## src/rtl/mips_ctrl_pkg.sv

```systemverilog
// Shared definitions for the multi-cycle MIPS controller.
// Contents: FSM state enum, ALU control codes, opcode/funct constants,
// datapath select encodings and the ALU-decode class enum used between the
// sequencer and alu_op_decode.
package mips_ctrl_pkg;

    typedef enum logic [3:0] {
        FETCH,
        DECODE,
        EX_R,
        EX_I,
        EX_SHIFT,
        MEM_ADDR,
        MEM_RD,
        MEM_WR,
        WB_MEM,
        WB_ALU,
        BRANCH,
        JUMP
    } state_t;

    // Which family of ALU decode applies in the current state.
    typedef enum logic [2:0] {
        ClsNone,     // default: ADD, zero-extend
        ClsAddSext,  // address/branch-target add with sign-extended immediate
        ClsRtype,    // decode from Funct
        ClsShift,    // shift decode from Funct
        ClsImm,      // decode from OpCode
        ClsSub       // branch compare
    } alu_class_t;

    // ALU operation codes
    localparam logic [4:0] AluAdd  = 5'd0;
    localparam logic [4:0] AluSub  = 5'd1;
    localparam logic [4:0] AluAnd  = 5'd2;
    localparam logic [4:0] AluOr   = 5'd3;
    localparam logic [4:0] AluXor  = 5'd4;
    localparam logic [4:0] AluNor  = 5'd5;
    localparam logic [4:0] AluSl   = 5'd6;
    localparam logic [4:0] AluSr   = 5'd7;
    localparam logic [4:0] AluComp = 5'd8;

    // Opcodes
    localparam logic [5:0] OpRtype = 6'h00;
    localparam logic [5:0] OpJ     = 6'h02;
    localparam logic [5:0] OpJal   = 6'h03;
    localparam logic [5:0] OpBeq   = 6'h04;
    localparam logic [5:0] OpAddi  = 6'h08;
    localparam logic [5:0] OpAddiu = 6'h09;
    localparam logic [5:0] OpSlti  = 6'h0A;
    localparam logic [5:0] OpSltiu = 6'h0B;
    localparam logic [5:0] OpAndi  = 6'h0C;
    localparam logic [5:0] OpOri   = 6'h0D;
    localparam logic [5:0] OpXori  = 6'h0E;
    localparam logic [5:0] OpLui   = 6'h0F;
    localparam logic [5:0] OpLw    = 6'h23;
    localparam logic [5:0] OpSw    = 6'h2B;

    // R-type function codes
    localparam logic [5:0] FnSll  = 6'h00;
    localparam logic [5:0] FnSrl  = 6'h02;
    localparam logic [5:0] FnSra  = 6'h03;
    localparam logic [5:0] FnJr   = 6'h08;
    localparam logic [5:0] FnAdd  = 6'h20;
    localparam logic [5:0] FnAddu = 6'h21;
    localparam logic [5:0] FnSub  = 6'h22;
    localparam logic [5:0] FnSubu = 6'h23;
    localparam logic [5:0] FnAnd  = 6'h24;
    localparam logic [5:0] FnOr   = 6'h25;
    localparam logic [5:0] FnXor  = 6'h26;
    localparam logic [5:0] FnNor  = 6'h27;
    localparam logic [5:0] FnSlt  = 6'h2A;
    localparam logic [5:0] FnSltu = 6'h2B;

    // Datapath select encodings
    localparam logic [1:0] RegDstRt    = 2'd0;
    localparam logic [1:0] RegDstRd    = 2'd1;
    localparam logic [1:0] RegDstRa    = 2'd2;
    localparam logic [1:0] MemtoRegAlu = 2'd0;
    localparam logic [1:0] MemtoRegMdr = 2'd1;
    localparam logic [1:0] MemtoRegPc  = 2'd2;
    localparam logic [1:0] SrcAPc      = 2'd0;
    localparam logic [1:0] SrcAReg    = 2'd1;
    localparam logic [1:0] SrcAShamt   = 2'd2;
    localparam logic [1:0] SrcBReg     = 2'd0;
    localparam logic [1:0] SrcBFour    = 2'd1;
    localparam logic [1:0] SrcBImm     = 2'd2;
    localparam logic [1:0] SrcBImmSh2  = 2'd3;
    localparam logic [1:0] PcSrcAlu    = 2'd0;
    localparam logic [1:0] PcSrcAluOut = 2'd1;
    localparam logic [1:0] PcSrcJump   = 2'd2;
    localparam logic [1:0] PcSrcReg    = 2'd3;

endpackage

```

## src/rtl/alu_op_decode.sv

```systemverilog
// Combinational ALU control decode.
// Ports:
//   alu_class (in)  - decode family selected by the sequencer state
//   op_code   (in)  - IR[31:26]
//   funct     (in)  - IR[5:0]
//   alu_ctrl  (out) - ALU operation code
//   sign      (out) - signed compare / arithmetic shift
//   ext_op    (out) - 1 = sign-extend immediate
//   lui_op    (out) - select imm<<16 path
module alu_op_decode
    import mips_ctrl_pkg::*;
(
    input  alu_class_t  alu_class,
    input  logic [5:0]  op_code,
    input  logic [5:0]  funct,
    output logic [4:0]  alu_ctrl,
    output logic        sign,
    output logic        ext_op,
    output logic        lui_op
);

    always_comb begin
        alu_ctrl = AluAdd;
        sign     = 1'b0;
        ext_op   = 1'b0;
        lui_op   = 1'b0;
        case (alu_class)
            ClsAddSext: ext_op = 1'b1;
            ClsSub:     alu_ctrl = AluSub;
            ClsRtype: begin
                case (funct)
                    FnSub, FnSubu: alu_ctrl = AluSub;
                    FnAnd:         alu_ctrl = AluAnd;
                    FnOr:          alu_ctrl = AluOr;
                    FnXor:         alu_ctrl = AluXor;
                    FnNor:         alu_ctrl = AluNor;
                    FnSlt: begin
                        alu_ctrl = AluComp;
                        sign     = 1'b1;
                    end
                    FnSltu:        alu_ctrl = AluComp;
                    default:       alu_ctrl = AluAdd;
                endcase
            end
            ClsShift: begin
                case (funct)
                    FnSll:   alu_ctrl = AluSl;
                    FnSrl:   alu_ctrl = AluSr;
                    FnSra: begin
                        alu_ctrl = AluSr;
                        sign     = 1'b1;
                    end
                    default: alu_ctrl = AluSl;
                endcase
            end
            ClsImm: begin
                ext_op = 1'b1;
                case (op_code)
                    OpSlti: begin
                        alu_ctrl = AluComp;
                        sign     = 1'b1;
                    end
                    OpSltiu: alu_ctrl = AluComp;
                    // Logical immediates are zero-extended.
                    OpAndi: begin
                        alu_ctrl = AluAnd;
                        ext_op   = 1'b0;
                    end
                    OpOri: begin
                        alu_ctrl = AluOr;
                        ext_op   = 1'b0;
                    end
                    OpXori: begin
                        alu_ctrl = AluXor;
                        ext_op   = 1'b0;
                    end
                    // Datapath forces A to 0, so ADD passes imm<<16 through.
                    OpLui:   lui_op = 1'b1;
                    default: alu_ctrl = AluAdd;
                endcase
            end
            default: alu_ctrl = AluAdd;
        endcase
    end

endmodule

```

## src/rtl/multi_cycle_controller.sv

```systemverilog
// Sequencing FSM for the multi-cycle MIPS core.
// Steps each instruction through fetch/decode/execute/memory/write-back and
// drives all datapath selects, write strobes and the ALU control word.
// Ports:
//   clk, reset_n (sync, active-low)
//   OpCode, Funct, Zero, mem_ready                       - inputs
//   PCWrite, PCWriteCond, IorD, MemRead, MemWrite,
//   IRWrite, RegWrite                                    - strobes/selects
//   RegDst, MemtoReg, ALUSrcA, ALUSrcB, PCSource         - 2-bit selects
//   ExtOp, LuiOp, ALUCtrl, Sign                          - ALU control
//   instr_done, illegal                                  - status pulses
// Outputs are combinational in state/OpCode/Funct/mem_ready; strobes and
// pulses are additionally gated by reset_n so reset takes effect at once.
module multi_cycle_controller
    import mips_ctrl_pkg::*;
#(
    parameter state_t RESET_STATE = FETCH
) (
    input  logic        clk,
    input  logic        reset_n,
    input  logic [5:0]  OpCode,
    input  logic [5:0]  Funct,
    input  logic        Zero,
    input  logic        mem_ready,
    output logic        PCWrite,
    output logic        PCWriteCond,
    output logic        IorD,
    output logic        MemRead,
    output logic        MemWrite,
    output logic        IRWrite,
    output logic        RegWrite,
    output logic [1:0]  RegDst,
    output logic [1:0]  MemtoReg,
    output logic [1:0]  ALUSrcA,
    output logic [1:0]  ALUSrcB,
    output logic [1:0]  PCSource,
    output logic        ExtOp,
    output logic        LuiOp,
    output logic [4:0]  ALUCtrl,
    output logic        Sign,
    output logic        instr_done,
    output logic        illegal
);

    state_t     state;
    state_t     dispatch;
    logic       legal;
    alu_class_t alu_class;

    logic pc_write, pc_write_cond, mem_read, mem_write, ir_write, reg_write;
    logic done, illegal_raw;

    // Zero is consumed by the datapath's PCWriteCond qualification.
    logic unused_zero;
    assign unused_zero = Zero;

    // Decode dispatch from the freshly loaded IR.
    always_comb begin
        dispatch = FETCH;
        legal    = 1'b1;
        case (OpCode)
            OpLw, OpSw: dispatch = MEM_ADDR;
            OpRtype: begin
                case (Funct)
                    FnSll, FnSrl, FnSra: dispatch = EX_SHIFT;
                    FnJr:                dispatch = JUMP;
                    FnAdd, FnAddu, FnSub, FnSubu, FnAnd, FnOr, FnXor, FnNor,
                    FnSlt, FnSltu:       dispatch = EX_R;
                    default:             legal    = 1'b0;
                endcase
            end
            OpAddi, OpAddiu, OpSlti, OpSltiu, OpAndi, OpOri, OpXori, OpLui:
                dispatch = EX_I;
            OpBeq:      dispatch = BRANCH;
            OpJ, OpJal: dispatch = JUMP;
            default:    legal    = 1'b0;
        endcase
    end

    always_ff @(posedge clk) begin
        if (!reset_n) begin
            state <= RESET_STATE;
        end else begin
            case (state)
                FETCH:    if (mem_ready) state <= DECODE;
                DECODE:   state <= dispatch;
                EX_R:     state <= WB_ALU;
                EX_I:     state <= WB_ALU;
                EX_SHIFT: state <= WB_ALU;
                MEM_ADDR: state <= (OpCode == OpLw) ? MEM_RD : MEM_WR;
                MEM_RD:   if (mem_ready) state <= WB_MEM;
                MEM_WR:   if (mem_ready) state <= FETCH;
                default:  state <= FETCH;  // WB_*, BRANCH, JUMP, unused codes
            endcase
        end
    end

    always_comb begin
        pc_write      = 1'b0;
        pc_write_cond = 1'b0;
        mem_read      = 1'b0;
        mem_write     = 1'b0;
        ir_write      = 1'b0;
        reg_write     = 1'b0;
        done          = 1'b0;
        illegal_raw   = 1'b0;
        IorD          = 1'b0;
        RegDst        = RegDstRt;
        MemtoReg      = MemtoRegAlu;
        ALUSrcA       = SrcAPc;
        ALUSrcB       = SrcBReg;
        PCSource      = PcSrcAlu;
        alu_class     = ClsNone;
        case (state)
            FETCH: begin
                mem_read = 1'b1;
                ALUSrcB  = SrcBFour;
                ir_write = mem_ready;
                pc_write = mem_ready;
            end
            DECODE: begin
                ALUSrcB     = SrcBImmSh2;
                alu_class   = ClsAddSext;
                illegal_raw = ~legal;
            end
            EX_R: begin
                ALUSrcA   = SrcAReg;
                alu_class = ClsRtype;
            end
            EX_SHIFT: begin
                ALUSrcA   = SrcAShamt;
                alu_class = ClsShift;
            end
            EX_I: begin
                ALUSrcA   = SrcAReg;
                ALUSrcB   = SrcBImm;
                alu_class = ClsImm;
            end
            WB_ALU: begin
                reg_write = 1'b1;
                RegDst    = (OpCode == OpRtype) ? RegDstRd : RegDstRt;
                done      = 1'b1;
            end
            MEM_ADDR: begin
                ALUSrcA   = SrcAReg;
                ALUSrcB   = SrcBImm;
                alu_class = ClsAddSext;
            end
            MEM_RD: begin
                mem_read = 1'b1;
                IorD     = 1'b1;
            end
            WB_MEM: begin
                reg_write = 1'b1;
                MemtoReg  = MemtoRegMdr;
                done      = 1'b1;
            end
            MEM_WR: begin
                mem_write = 1'b1;
                IorD      = 1'b1;
                done      = mem_ready;
            end
            BRANCH: begin
                ALUSrcA       = SrcAReg;
                alu_class     = ClsSub;
                pc_write_cond = 1'b1;
                PCSource      = PcSrcAluOut;
                done          = 1'b1;
            end
            JUMP: begin
                pc_write = 1'b1;
                done     = 1'b1;
                PCSource = (OpCode == OpRtype && Funct == FnJr) ? PcSrcReg : PcSrcJump;
                if (OpCode == OpJal) begin
                    reg_write = 1'b1;
                    RegDst    = RegDstRa;
                    MemtoReg  = MemtoRegPc;
                end
            end
            default: ;
        endcase
    end

    alu_op_decode u_alu_op_decode (
        .alu_class (alu_class),
        .op_code   (OpCode),
        .funct     (Funct),
        .alu_ctrl  (ALUCtrl),
        .sign      (Sign),
        .ext_op    (ExtOp),
        .lui_op    (LuiOp)
    );

    assign PCWrite     = reset_n & pc_write;
    assign PCWriteCond = reset_n & pc_write_cond;
    assign MemRead     = reset_n & mem_read;
    assign MemWrite    = reset_n & mem_write;
    assign IRWrite     = reset_n & ir_write;
    assign RegWrite    = reset_n & reg_write;
    assign instr_done  = reset_n & done;
    assign illegal     = reset_n & illegal_raw;

endmodule

```

## config.mk

```make
export PLATFORM = sky130hd
export DESIGN_NAME = multi_cycle_controller
export DESIGN_NICKNAME = d
export VERILOG_FILES = /design/src/rtl/mips_ctrl_pkg.sv /design/src/rtl/alu_op_decode.sv /design/src/rtl/multi_cycle_controller.sv
export SDC_FILE = /design/constraint.sdc
export NUM_CORES = 1
export LEC_CHECK = 0
export BUFFER_PORTS_ARGS = -buffer_cell sky130_fd_sc_hd__buf_4
export CORE_MARGIN = 1
export CORE_UTILIZATION = 41
export DETAILED_ROUTE_END_ITERATION = 16
export GPL_ROUTABILITY_DRIVEN = 0
export PLACE_DENSITY_LB_ADDON = 0.12
export SETUP_SLACK_MARGIN = 0.5
export SLEW_MARGIN = 25
export SYNTH_ARGS = -nofsm -noshare
export SYNTH_HDL_FRONTEND = slang
export SYNTH_SLANG_ARGS = --single-unit
export TNS_END_PERCENT = 1
```

## constraint.sdc

```tcl
create_clock -name clk -period 1.4 [get_ports clk]
set_input_delay 0.14 -clock clk [delete_from_list [all_inputs] [get_ports clk]]
set_output_delay 0.14 -clock clk [all_outputs]
set_load 0.1 [all_outputs]
```

==> flow_metrics.env, run 1 <==
export IMPL_syn_instance_count=130
export IMPL_hpwl_mm=2.907
export IMPL_die_x_um=47.12
export IMPL_error_line="[ERROR DPL-0038] Utilization greater than 100%, impossible to legalize"
export IMPL_synth_edff_count=0
export IMPL_io_buffers=40
export IMPL_haltStage="clock tree synthesis"
export IMPL_rows=15
export IMPL_clock_root_buffer="clkbuf_4"
export IMPL_netlist_top_cell_by_area="dfxtp_1"
export IMPL_yosysWarnings=0
export IMPL_synth_area_per_cell_sq_um=6.420
export IMPL_cts_resized=82
export IMPL_netlist_area_sq_um=834.6
export IMPL_ys_seq_area_frac=0.09595
export IMPL_fp_dieH_um=47.12
export IMPL_netlist_top_cells_count="14 x nor2_1, 11 x nand2_1, 9 x inv_1, 9 x nor3_1, 8 x nand2b_1"
export IMPL_ctsHoldBuffers=0
export IMPL_dp_cells=223
export IMPL_pin_count=43
export IMPL_postCtsSetupBuffers=4
export IMPL_syn_nets=146
export IMPL_initial_utilization=0.4584
export IMPL_synth_top_area_frac=0.09595
export IMPL_numCtsBuffers=3
export IMPL_ys_ff_latch=4
export IMPL_ys_types=45
export IMPL_h_tree_depth=1
export IMPL_clkSinkCount=4
export IMPL_synth_async_reset_ratio=0
export IMPL_synth_ff_type="dfxtp_1"
export IMPL_synth_most_common_cell="nor2_1"
export IMPL_clk_path_buf_depth=2
export IMPL_status="aborted with a tool error"
export IMPL_synth_top_cells_by_area="dfxtp_1 9.6%, nor2_1 6.3%, nand2b_1 6.0%, nor3_1 5.4%, nand2_1 4.9%"
## stage by stage
step	hold slack, ns	area [sq um]	setup TNS [ns]	worst slack [ns]	utilization
detailed placement	0.4335	1568	-3.921	-0.4162	0.8612
global placement	0.4313	1568	-2.957	-0.3049	0.8612
floorplan	0.2757	1031	-11.96	-0.7065	-
## logic make-up after synthesis
group                     Yosys count  synth area share
and+or+nand+nor                    66            0.4513
AOI/OAI and AO/OA                  38            0.3149
buffers and inverters              19            0.1094
DFF                                 4           0.09596
xor gates and xnor gates            1           0.01050
muxes                               1           0.01349
other                               1          0.004493
==> run 2: changes to the inputs <==
--- a/config.mk
+++ b/config.mk
@@ -6,12 +6,11 @@
 export NUM_CORES = 1
 export LEC_CHECK = 0
 export BUFFER_PORTS_ARGS = -buffer_cell sky130_fd_sc_hd__buf_4
-export CORE_MARGIN = 1
-export CORE_UTILIZATION = 41
+export CORE_AREA = 2 2 63 65
 export DETAILED_ROUTE_END_ITERATION = 16
+export DIE_AREA = 0 0 65 67
 export GPL_ROUTABILITY_DRIVEN = 0
-export PLACE_DENSITY_LB_ADDON = 0.12
-export SETUP_SLACK_MARGIN = 0.5
+export PLACE_DENSITY_LB_ADDON = 0.15
 export SLEW_MARGIN = 25
 export SYNTH_ARGS = -nofsm -noshare
 export SYNTH_HDL_FRONTEND = slang
==> constraint.sdc (replaced) <==
create_clock -name clk -period 1.82 [get_ports clk]
set_input_delay 0.182 -clock clk [delete_from_list [all_inputs] [get_ports clk]]
set_output_delay 0.182 -clock clk [all_outputs]
set_load 0.1 [all_outputs]
==> flow_metrics.env, run 2 <==
export IMPL_status="finished with violations"
export IMPL_violations="setup timing"
export IMPL_grt_usage=0.1500
export IMPL_antenna_found_initial=0
export IMPL_p_seq_frac=0.171
export IMPL_layout_drive_gt1_share=0.5645
export IMPL_initial_utilization=0.2314
export IMPL_ys_seq_area_frac=0.09595
export IMPL_r2r_slack_ns=0.12
export IMPL_cp_max_fo=3
export IMPL_final_setup_viol_count=1
export IMPL_peakVddDrop_mv=0.2191
export IMPL_vias=1197
export IMPL_overflow=0
export IMPL_finalHoldViolations=0
export IMPL_p_comb_frac=0.499
export IMPL_ctsHoldBuffers=0
export IMPL_antenna_left=0
export IMPL_fin_crit_sh=1.009
export IMPL_crit_start="state[0]"
export IMPL_pin_count=43
export IMPL_r2r_end="state[3]"
export IMPL_synth_top_cells_by_area="dfxtp_1 9.6%, nor2_1 6.3%, nand2b_1 6.0%, nor3_1 5.4%, nand2_1 4.9%"
export IMPL_syn_nets=146
export IMPL_top_register="state"
export IMPL_wire_per_inst_um=13.97
export IMPL_area_growth_pct=95.95
export IMPL_fin_crit_ns=1.836
export IMPL_placed_area_sq_mm=0.001444
export IMPL_path_class="reg2out"
export IMPL_largestRegisters="state (4)"
export IMPL_reg2reg_from="state[1]"
export IMPL_rows=22
export IMPL_netlist_top_cell_by_area="dfxtp_1"
export IMPL_drtPass1Iterations=4
export IMPL_final_max_slew_viol_count=0
export IMPL_fmax_ghz=0.5446
export IMPL_largest_reg_flops=4
export IMPL_routed_via_density=5.115
export IMPL_switching_share=0.4159
export IMPL_synth_top_area_frac=0.09595
export IMPL_netlist_top_cells_count="14 x nor2_1, 11 x nand2_1, 9 x inv_1, 9 x nor3_1, 8 x nand2b_1"
export IMPL_rsz0062_at_grt="true"
export IMPL_hpwl_mm=2.659
export IMPL_tns_ns=-0.01626
export IMPL_clk_latency_ns=0.21
export IMPL_critical_path_endpoint="ALUCtrl[2]"
export IMPL_cts_tree="yes"
export IMPL_total_power_w=0.0005448
export IMPL_grt_pass1_vias=1183
export IMPL_syn_instance_count=130
export IMPL_skew_ns=0.002432
export IMPL_crit_path_end_kind="primary output"
export IMPL_drt_first_iter_violations=53
export IMPL_relSlewSlack=0.6739
export IMPL_synth_area_per_cell_sq_um=6.420
export IMPL_path_clk_slew_ns=0.03
export IMPL_powerDensity_mw_per_mm2=333.2
export IMPL_grt_max_degree=10
export IMPL_io_buffers=40
export IMPL_h_tree_depth=1
export IMPL_diodes=0
export IMPL_fin_nets=204
export IMPL_route_final_wire_length_mm=3.270
export IMPL_start_kind="flop"
export IMPL_ys_types=45
export IMPL_die_x_um=65
export IMPL_grt_pass1_wl_mm=5.230
export IMPL_n_fill_cell=378
export IMPL_cp_required_ns=1.64
export IMPL_netlist_area_sq_um=834.6
export IMPL_reg2regPathDepth=6
export IMPL_clkSinkCount=4
export IMPL_p_int_w=0.0003182
export IMPL_final_cell_mix="53 x buf_4, 9 x inv_1, 9 x nand2_1"
export IMPL_power_leakage_nw=0.6726
export IMPL_stdcell_area_sq_mm=0.001635
export IMPL_clk_path_buf_depth=2
export IMPL_synth_most_common_cell="nor2_1"
export IMPL_layout_cells_non_filler=234
export IMPL_worst_slew_pin_slew_ns=0.4768
export IMPL_fp_dieH_um=67
export IMPL_drv_cap=0
export IMPL_min_delay_path_class="in2reg"
export IMPL_holdWs_ns=0.2704
export IMPL_final_common_cell="buf_4"
export IMPL_crit_arrival_ns=1.65
export IMPL_synth_edff_count=0
export IMPL_numCtsBuffers=3
export IMPL_die_area_sq_mm=0.004355
export IMPL_clock_root_buffer="clkbuf_8"
export IMPL_core_area_sq_mm=0.003606
export IMPL_drc=0
export IMPL_clkPwrFrac=0.330
export IMPL_dp_cells=228
export IMPL_ys_ff_latch=4
export IMPL_yosysWarnings=0
export IMPL_synth_ff_type="dfxtp_1"
export IMPL_synth_async_reset_ratio=0
export IMPL_p_sw_w=0.0002266
export IMPL_setup_ws_ns=-0.01626
-- run 2: cell counts after synthesis --
Identical to the previous run, type by type.
-- run 2: cell type report --
class	count	area, sq um	share of cell area
multi-input combinational	107	875.8	0.5356
timing repair buffer	63	540.5	0.3305
sequential	4	83.83	0.05126
tap	48	60.06	0.03673
clock buffer	3	41.29	0.02525
inverter	9	33.78	0.02066
-- run 2: cells by family after synthesis --
logic type | share of synthesized area
multiplexers | 0.01349
buffers and inverters | 0.1094
XOR/XNOR | 0.01050
other | 0.004493
AND/OR/NAND/NOR | 0.4513
AO/OA/AOI/OAI | 0.3149
flip-flops | 0.09596
-- run 2: how the worst min path moves through the flow --
stage             from       end  slack, ns  cells past startpoint
6_report       reset_n  state[1]       0.27                      3
3_5_place_dp   reset_n  state[0]       0.50                      3
3_3_place_gp   reset_n  state[3]       0.49                      2
4_1_cts        reset_n  state[1]       0.27                      3
2_1_floorplan  reset_n  state[0]       0.32                      2
5_1_grt        reset_n  state[1]       0.29                      3
-- run 2: repair_timing --
action	in CTS	in global routing
endpoints found under the setup margin	5	11
buffers inserted	1	2
pin swaps	2	6
gates resized for setup	17	15
cloned	0	0
-- run 2: through the flow --
stage                     utilization  setup WS, ns
after detailed placement       0.4004      -0.02904
after global routing           0.4535      -0.09151
final                          0.4535      -0.01626
after CTS                      0.4341      -0.04172
after floorplan                     -       -0.3870
after global placement         0.4004     -0.006382
-- run 2: metal layers --
layer / part of all wire / wire length [um] / track usage
met1: 0.47 / 1532 / 0.2028
met2: 0.49 / 1596 / 0.2616
met3: 0.043 / 141 / 0.01351
met4: 0 / 0 / 0.02394
met5: 0 / 0 / 0
-- run 2: power by group through the flow --
stage                     registers (W)  clock network (W)  logic, W
after floorplan               0.0000936                  0  0.000176
after global placement        0.0000931                  0  0.000259
after detailed placement      0.0000934                  0  0.000260
after CTS                     0.0000923           0.000185  0.000263
after global routing          0.0000931           0.000192  0.000286
final                         0.0000930           0.000180  0.000272
-- run 2: critical path: stages, from the launching register on --
cell      delay (ns)
dfxtp_2         0.32
nand2b_4        0.15
nor4b_4         0.28
nor2b_4         0.22
nand2_4         0.08
o221ai_4        0.19
buf_12          0.20
Note: power is estimated with default switching activity, not from simulation.
==> run 3: changes to the inputs <==
==> constraint.sdc (replaced) <==
create_clock -name clk -period 2.3 [get_ports clk]
set_input_delay 0.23 -clock clk [delete_from_list [all_inputs] [get_ports clk]]
set_output_delay 0.23 -clock clk [all_outputs]
set_load 0.05 [all_outputs]
==> flow_metrics.env, run 3 (synthesized netlist as in run 2, its figures left out) <==
export IMPL_worst_slew_pin_slew_ns=0.5068
export IMPL_overflow=0
export IMPL_grt_usage=0.1405
export IMPL_path_class="reg2out"
export IMPL_final_setup_viol_count=0
export IMPL_r2r_slack_ns=0.45
export IMPL_cts_resized=0
export IMPL_rsz0062_at_grt="false"
export IMPL_crit_path_end_kind="primary output"
export IMPL_postCtsSetupBuffers=0
export IMPL_antenna_left=0
export IMPL_ctsHoldBuffers=0
export IMPL_clk_path_buf_depth=2
export IMPL_area_growth_pct=49.48
export IMPL_switching_share=0.3615
export IMPL_initial_utilization=0.2314
export IMPL_grt_max_degree=11
export IMPL_p_seq_frac=0.207
export IMPL_h_tree_depth=1
export IMPL_diodes=0
export IMPL_reg2regPathDepth=6
export IMPL_path_clk_slew_ns=0.03
export IMPL_clock_root_buffer="clkbuf_8"
export IMPL_die_x_um=65
export IMPL_routed_via_density=5.114
export IMPL_clk_latency_ns=0.22
export IMPL_grt_pass1_vias=1111
export IMPL_drt_first_iter_violations=48
export IMPL_final_max_slew_viol_count=0
export IMPL_clkPwrFrac=0.401
export IMPL_vias=1120
export IMPL_die_area_sq_mm=0.004355
export IMPL_status="finished, final reports clean"
export IMPL_drtPass1Iterations=4
export IMPL_core_area_sq_mm=0.003606
export IMPL_largest_reg_flops=4
export IMPL_rows=22
export IMPL_stdcell_area_sq_mm=0.001247
export IMPL_placed_area_sq_mm=0.001206
export IMPL_final_cell_mix="48 x buf_4, 13 x nor2_1, 11 x nand2_1"
export IMPL_drc=0
export IMPL_largestRegisters="state (4)"
export IMPL_cp_max_fo=10
export IMPL_n_fill_cell=387
export IMPL_p_int_w=0.0002357
export IMPL_min_from="reset_n"
export IMPL_cp_required_ns=2.07
export IMPL_hpwl_mm=2.470
export IMPL_power_leakage_nw=0.5402
export IMPL_cts_tree="yes"
export IMPL_finalHoldViolations=0
export IMPL_fin_crit_ns=2.145
export IMPL_pin_count=43
export IMPL_fp_dieH_um=67
export IMPL_relSlewSlack=0.6534
export IMPL_p_sw_w=0.0001334
export IMPL_wire_per_inst_um=13.80
export IMPL_start_kind="flop"
export IMPL_holdPathEnd="state[3]"
export IMPL_clkSinkCount=4
export IMPL_drv_cap=0
export IMPL_fmax_ghz=0.4663
export IMPL_grt_pass1_wl_mm=4.961
export IMPL_skew_ns=0.002264
export IMPL_io_buffers=40
export IMPL_min_delay_path_class="in2reg"
export IMPL_powerDensity_mw_per_mm2=295.9
export IMPL_numCtsBuffers=3
export IMPL_route_final_wire_length_mm=3.022
export IMPL_top_register="state"
export IMPL_reg2reg_from="state[0]"
export IMPL_final_common_cell="buf_4"
export IMPL_peakVddDrop_mv=0.1292
export IMPL_r2r_end="state[2]"
export IMPL_fin_nets=189
export IMPL_p_comb_frac=0.391
export IMPL_layout_drive_gt1_share=0.3392
export IMPL_antenna_found_initial=0
export IMPL_min_delay_path_depth=2
export IMPL_crit_arrival_ns=1.91
export IMPL_fin_crit_sh=0.9325
export IMPL_tns_ns=0
## run 3: cell type report
cell class / count / area [sq um] / share of cell area
clock buffers: 3 / 41.29 / 0.03310
inverters: 9 / 33.78 / 0.02708
multi-input cells: 107 / 671.9 / 0.5386
flip-flops and latches: 4 / 80.08 / 0.06419
well taps: 48 / 60.06 / 0.04814
repair buffers: 48 / 360.3 / 0.2889
## run 3: how the worst max path moves through the flow
| stage | startpoint | to | slack (ns) | cells past startpoint |
|---|---|---|---|---|
| 2_1_floorplan | Funct[1] | PCSource[0] | -0.06 | 4 |
| 3_3_place_gp | state[0] | ALUCtrl[2] | 0.40 | 6 |
| 3_5_place_dp | state[0] | ALUCtrl[2] | 0.39 | 6 |
| 4_1_cts | state[0] | ALUCtrl[2] | 0.15 | 6 |
| 5_1_grt | state[2] | ALUCtrl[0] | 0.00005 | 6 |
| 6_report | state[0] | ALUCtrl[2] | 0.16 | 6 |
## run 3: critical path: stages, from the launching register on
cell	delay, ns
dfxtp_1	0.40
nand2b_1	0.24
nor4b_2	0.30
nor2b_1	0.21
nand2_1	0.09
o221ai_1	0.20
buf_4	0.24
## run 3: per-stage QoR
step | hold slack, ns | power [W] | cells | utilization | setup WS [ns]
floorplan | 0.3657 | 0.0001661 | 130 | - | -0.06485
global placement | 0.5228 | 0.0002207 | 216 | 0.3345 | 0.3991
detailed placement | 0.5271 | 0.0002216 | 216 | 0.3345 | 0.3909
CTS | 0.3001 | 0.0003733 | 219 | 0.3459 | 0.1538
global route | 0.3170 | 0.0003857 | 219 | 0.3459 | 0.00005129
finish | 0.3070 | 0.0003691 | 219 | 0.3459 | 0.1554
## run 3: metal layers
layer  vias up  track usage  wire length [um]
met5         -            0                 0
met4         0      0.03457                17
met3         2      0.02196               140
met2        29       0.2590              1507
met1       522       0.1688              1358
li1        567            -                 -
## run 3: power groups by stage
stage / Clock (W) / Combinational, W / Sequential (W)
2_1_floorplan: 0 / 0.0000921 / 0.0000740
3_3_place_gp: 0 / 0.000143 / 0.0000775
3_5_place_dp: 0 / 0.000144 / 0.0000775
4_1_cts: 0.000152 / 0.000144 / 0.0000766
5_1_grt: 0.000153 / 0.000155 / 0.0000770
6_report: 0.000148 / 0.000144 / 0.0000765
==> run 4: changes to the inputs <==
--- a/config.mk
+++ b/config.mk
@@ -5,6 +5,7 @@
 export SDC_FILE = /design/constraint.sdc
 export NUM_CORES = 1
 export LEC_CHECK = 0
+export ABC_AREA = 1
 export BUFFER_PORTS_ARGS = -buffer_cell sky130_fd_sc_hd__buf_4
 export CORE_AREA = 2 2 63 65
 export DETAILED_ROUTE_END_ITERATION = 16
==> constraint.sdc (replaced) <==
create_clock -name clk -period 2.5 [get_ports clk]
set_input_delay 0.25 -clock clk [delete_from_list [all_inputs] [get_ports clk]]
set_output_delay 0.25 -clock clk [all_outputs]
set_load 0.05 [all_outputs]
==> flow_metrics.env, run 4 <==
export IMPL_top_register="state"
export IMPL_cp_num_cells=5
export IMPL_critPathMostFrequentCell="nand2_1"
export IMPL_synth_most_common_cell="nand2_1"
export IMPL_dp_cells=249
export IMPL_layout_cells_non_filler=252
export IMPL_stdcell_area_sq_mm=0.001291
export IMPL_placed_area_sq_mm=0.001250
export IMPL_antenna_left=0
export IMPL_ys_seq_area_frac=0.08637
export IMPL_cp_required_ns=2.25
export IMPL_r2r_slack_ns=1.11
export IMPL_drt_first_iter_violations=46
export IMPL_fp_dieH_um=67
export IMPL_die_area_sq_mm=0.004355
export IMPL_overflow=0
export IMPL_cts_tree="yes"
export IMPL_finalHoldViolations=0
export IMPL_largest_reg_flops=4
export IMPL_tns_ns=0
export IMPL_path_class="reg2out"
export IMPL_synth_ff_type="dfxtp_1"
export IMPL_diodes=0
export IMPL_final_util=0.3581
export IMPL_clk_path_buf_depth=2
export IMPL_path_cells="nand2_1, nor2_2, nand2_1, o311ai_1, buf_4"
export IMPL_final_common_cell="buf_4"
export IMPL_fin_crit_ns=2.036
export IMPL_cts_resized=0
export IMPL_start_kind="flop"
export IMPL_clk_latency_ns=0.21
export IMPL_drc=0
export IMPL_clkSinkCount=4
export IMPL_h_tree_depth=1
export IMPL_die_x_um=65
export IMPL_fin_nets=222
export IMPL_peakVddDrop_mv=0.1274
export IMPL_final_max_slew_viol_count=0
export IMPL_grt_max_degree=10
export IMPL_synth_edff_count=0
export IMPL_fin_crit_sh=0.8144
export IMPL_multiInputGateArea_sq_um=685.7
export IMPL_cp_max_fo=8
export IMPL_wire_per_inst_um=11.01
export IMPL_ys_types=33
export IMPL_reg2regPathDepth=9
export IMPL_rsz0062_at_grt="false"
export IMPL_hpwl_mm=2.427
export IMPL_drtPass1Iterations=4
export IMPL_fmax_ghz=0.4912
export IMPL_r2r_end="state[2]"
export IMPL_synth_area_per_cell_sq_um=5.619
export IMPL_min_delay_path_class="in2reg"
export IMPL_core_area_sq_mm=0.003606
export IMPL_syn_nets=181
export IMPL_skew_ns=0.002302
export IMPL_antenna_found_initial=0
export IMPL_rows=22
export IMPL_largestRegisters="state (4)"
export IMPL_yosysWarnings=0
export IMPL_clock_root_buffer="clkbuf_8"
export IMPL_critical_path_endpoint="ALUCtrl[0]"
export IMPL_drv_cap=0
export IMPL_grt_pass1_wl_mm=4.629
export IMPL_grt_pass1_vias=1097
export IMPL_crit_start="state[1]"
export IMPL_status="finished, final reports clean"
export IMPL_power_leakage_nw=0.6562
export IMPL_reg2reg_from="state[1]"
export IMPL_n_fill_cell=414
export IMPL_ys_ff_latch=4
export IMPL_postCtsSetupBuffers=0
export IMPL_final_cell_mix="40 x buf_4, 34 x nand2_1, 26 x nor2_1"
export IMPL_initial_utilization=0.2571
export IMPL_powerDensity_mw_per_mm2=311.7
export IMPL_max_stage_delay_ns=0.50
export IMPL_netlist_area_sq_um=927.1
export IMPL_routed_via_density=4.468
export IMPL_synth_top_area_frac=0.1377
export IMPL_netlist_top_cell_by_area="nand2_1"
export IMPL_final_setup_viol_count=0
export IMPL_crit_path_top_delay_cell="dfxtp_1"
export IMPL_crit_buf_inv=1
export IMPL_netlist_top_cells_count="34 x nand2_1, 26 x nor2_1, 21 x inv_1, 11 x inv_2, 10 x nand3_1"
export IMPL_area_growth_pct=39.27
export IMPL_synth_async_reset_ratio=0
export IMPL_grt_usage=0.1335
export IMPL_synth_top_cells_by_area="nand2_1 14%, nor2_1 11%, dfxtp_1 8.6%, inv_1 8.5%, nor2_4 7.3%"
export IMPL_route_final_wire_length_mm=2.775
export IMPL_crit_path_end_kind="primary output"
export IMPL_syn_instance_count=165
export IMPL_io_buffers=40
export IMPL_place_ws_ns=0.6943
export IMPL_vias=1126
export IMPL_crit_arrival_ns=1.79
export IMPL_layout_drive_gt1_share=0.3775
export IMPL_setup_ws_ns=0.4641
export IMPL_ctsHoldBuffers=0
export IMPL_area_sequential_sq_um=80.08
export IMPL_numCtsBuffers=3
export IMPL_cp_top_family="simple AND/OR/NAND/NOR gates"
export IMPL_path_clk_slew_ns=0.03
export IMPL_pin_count=43
[run 4: stage by stage]
stage / hold WS [ns] / power, W
after global routing: 0.2637 / 0.0004311
after global placement: 0.4647 / 0.0002731
after detailed placement: 0.4686 / 0.0002722
after CTS: 0.2509 / 0.0004056
after floorplan: 0.3476 / 0.0002102
final: 0.2523 / 0.0004025
[run 4: worst min-delay path by stage]
stage	from	to	slack [ns]	depth (start not counted)
finish	reset_n	state[1]	0.25	3
global route	reset_n	state[1]	0.26	3
CTS	reset_n	state[1]	0.25	3
detailed placement	reset_n	state[1]	0.47	3
global placement	reset_n	state[1]	0.46	3
floorplan	reset_n	state[1]	0.35	2
[run 4: where the power goes]
part	switching [W]	internal (W)
Sequential	0.00000320	0.0000676
Clock	0.0000296	0.000102
Combinational	0.000137	0.0000623
[run 4: cell type report]
| cell class | count | area share |
|---|---|---|
| flip-flops and latches | 4 | 0.06202 |
| inverters | 33 | 0.09593 |
| multi-input cells | 124 | 0.5310 |
| clock buffers | 3 | 0.03198 |
| repair buffers | 40 | 0.2326 |
| well taps | 48 | 0.04651 |
[run 4: worst min-delay path: stages]
cell	delay [ns]
buf_4	0.10
nand2_1	0.05
inv_1	0.04
[run 4: layer usage]
layer	vias to the layer above	part of all wire	wire length [um]	track usage
met4	0	0.017	46	0.03989
met5	-	0	0	0
met3	4	0.065	180	0.02872
li1	602	-	-	-
met2	41	0.43	1184	0.2178
met1	479	0.49	1364	0.1752
[run 4: cell families (layout without fill, tap and decap cells)]
| kind of cell | after synthesis | count (layout) | synth area share |
|---|---|---|---|
| AND/OR/NAND/NOR | 97 | 97 | 0.5493 |
| other | 1 | 1 | 0.004045 |
| buffers and inverters | 37 | 76 | 0.1741 |
| AO/OA/AOI/OAI | 26 | 26 | 0.1863 |
| flip-flops | 4 | 4 | 0.08637 |
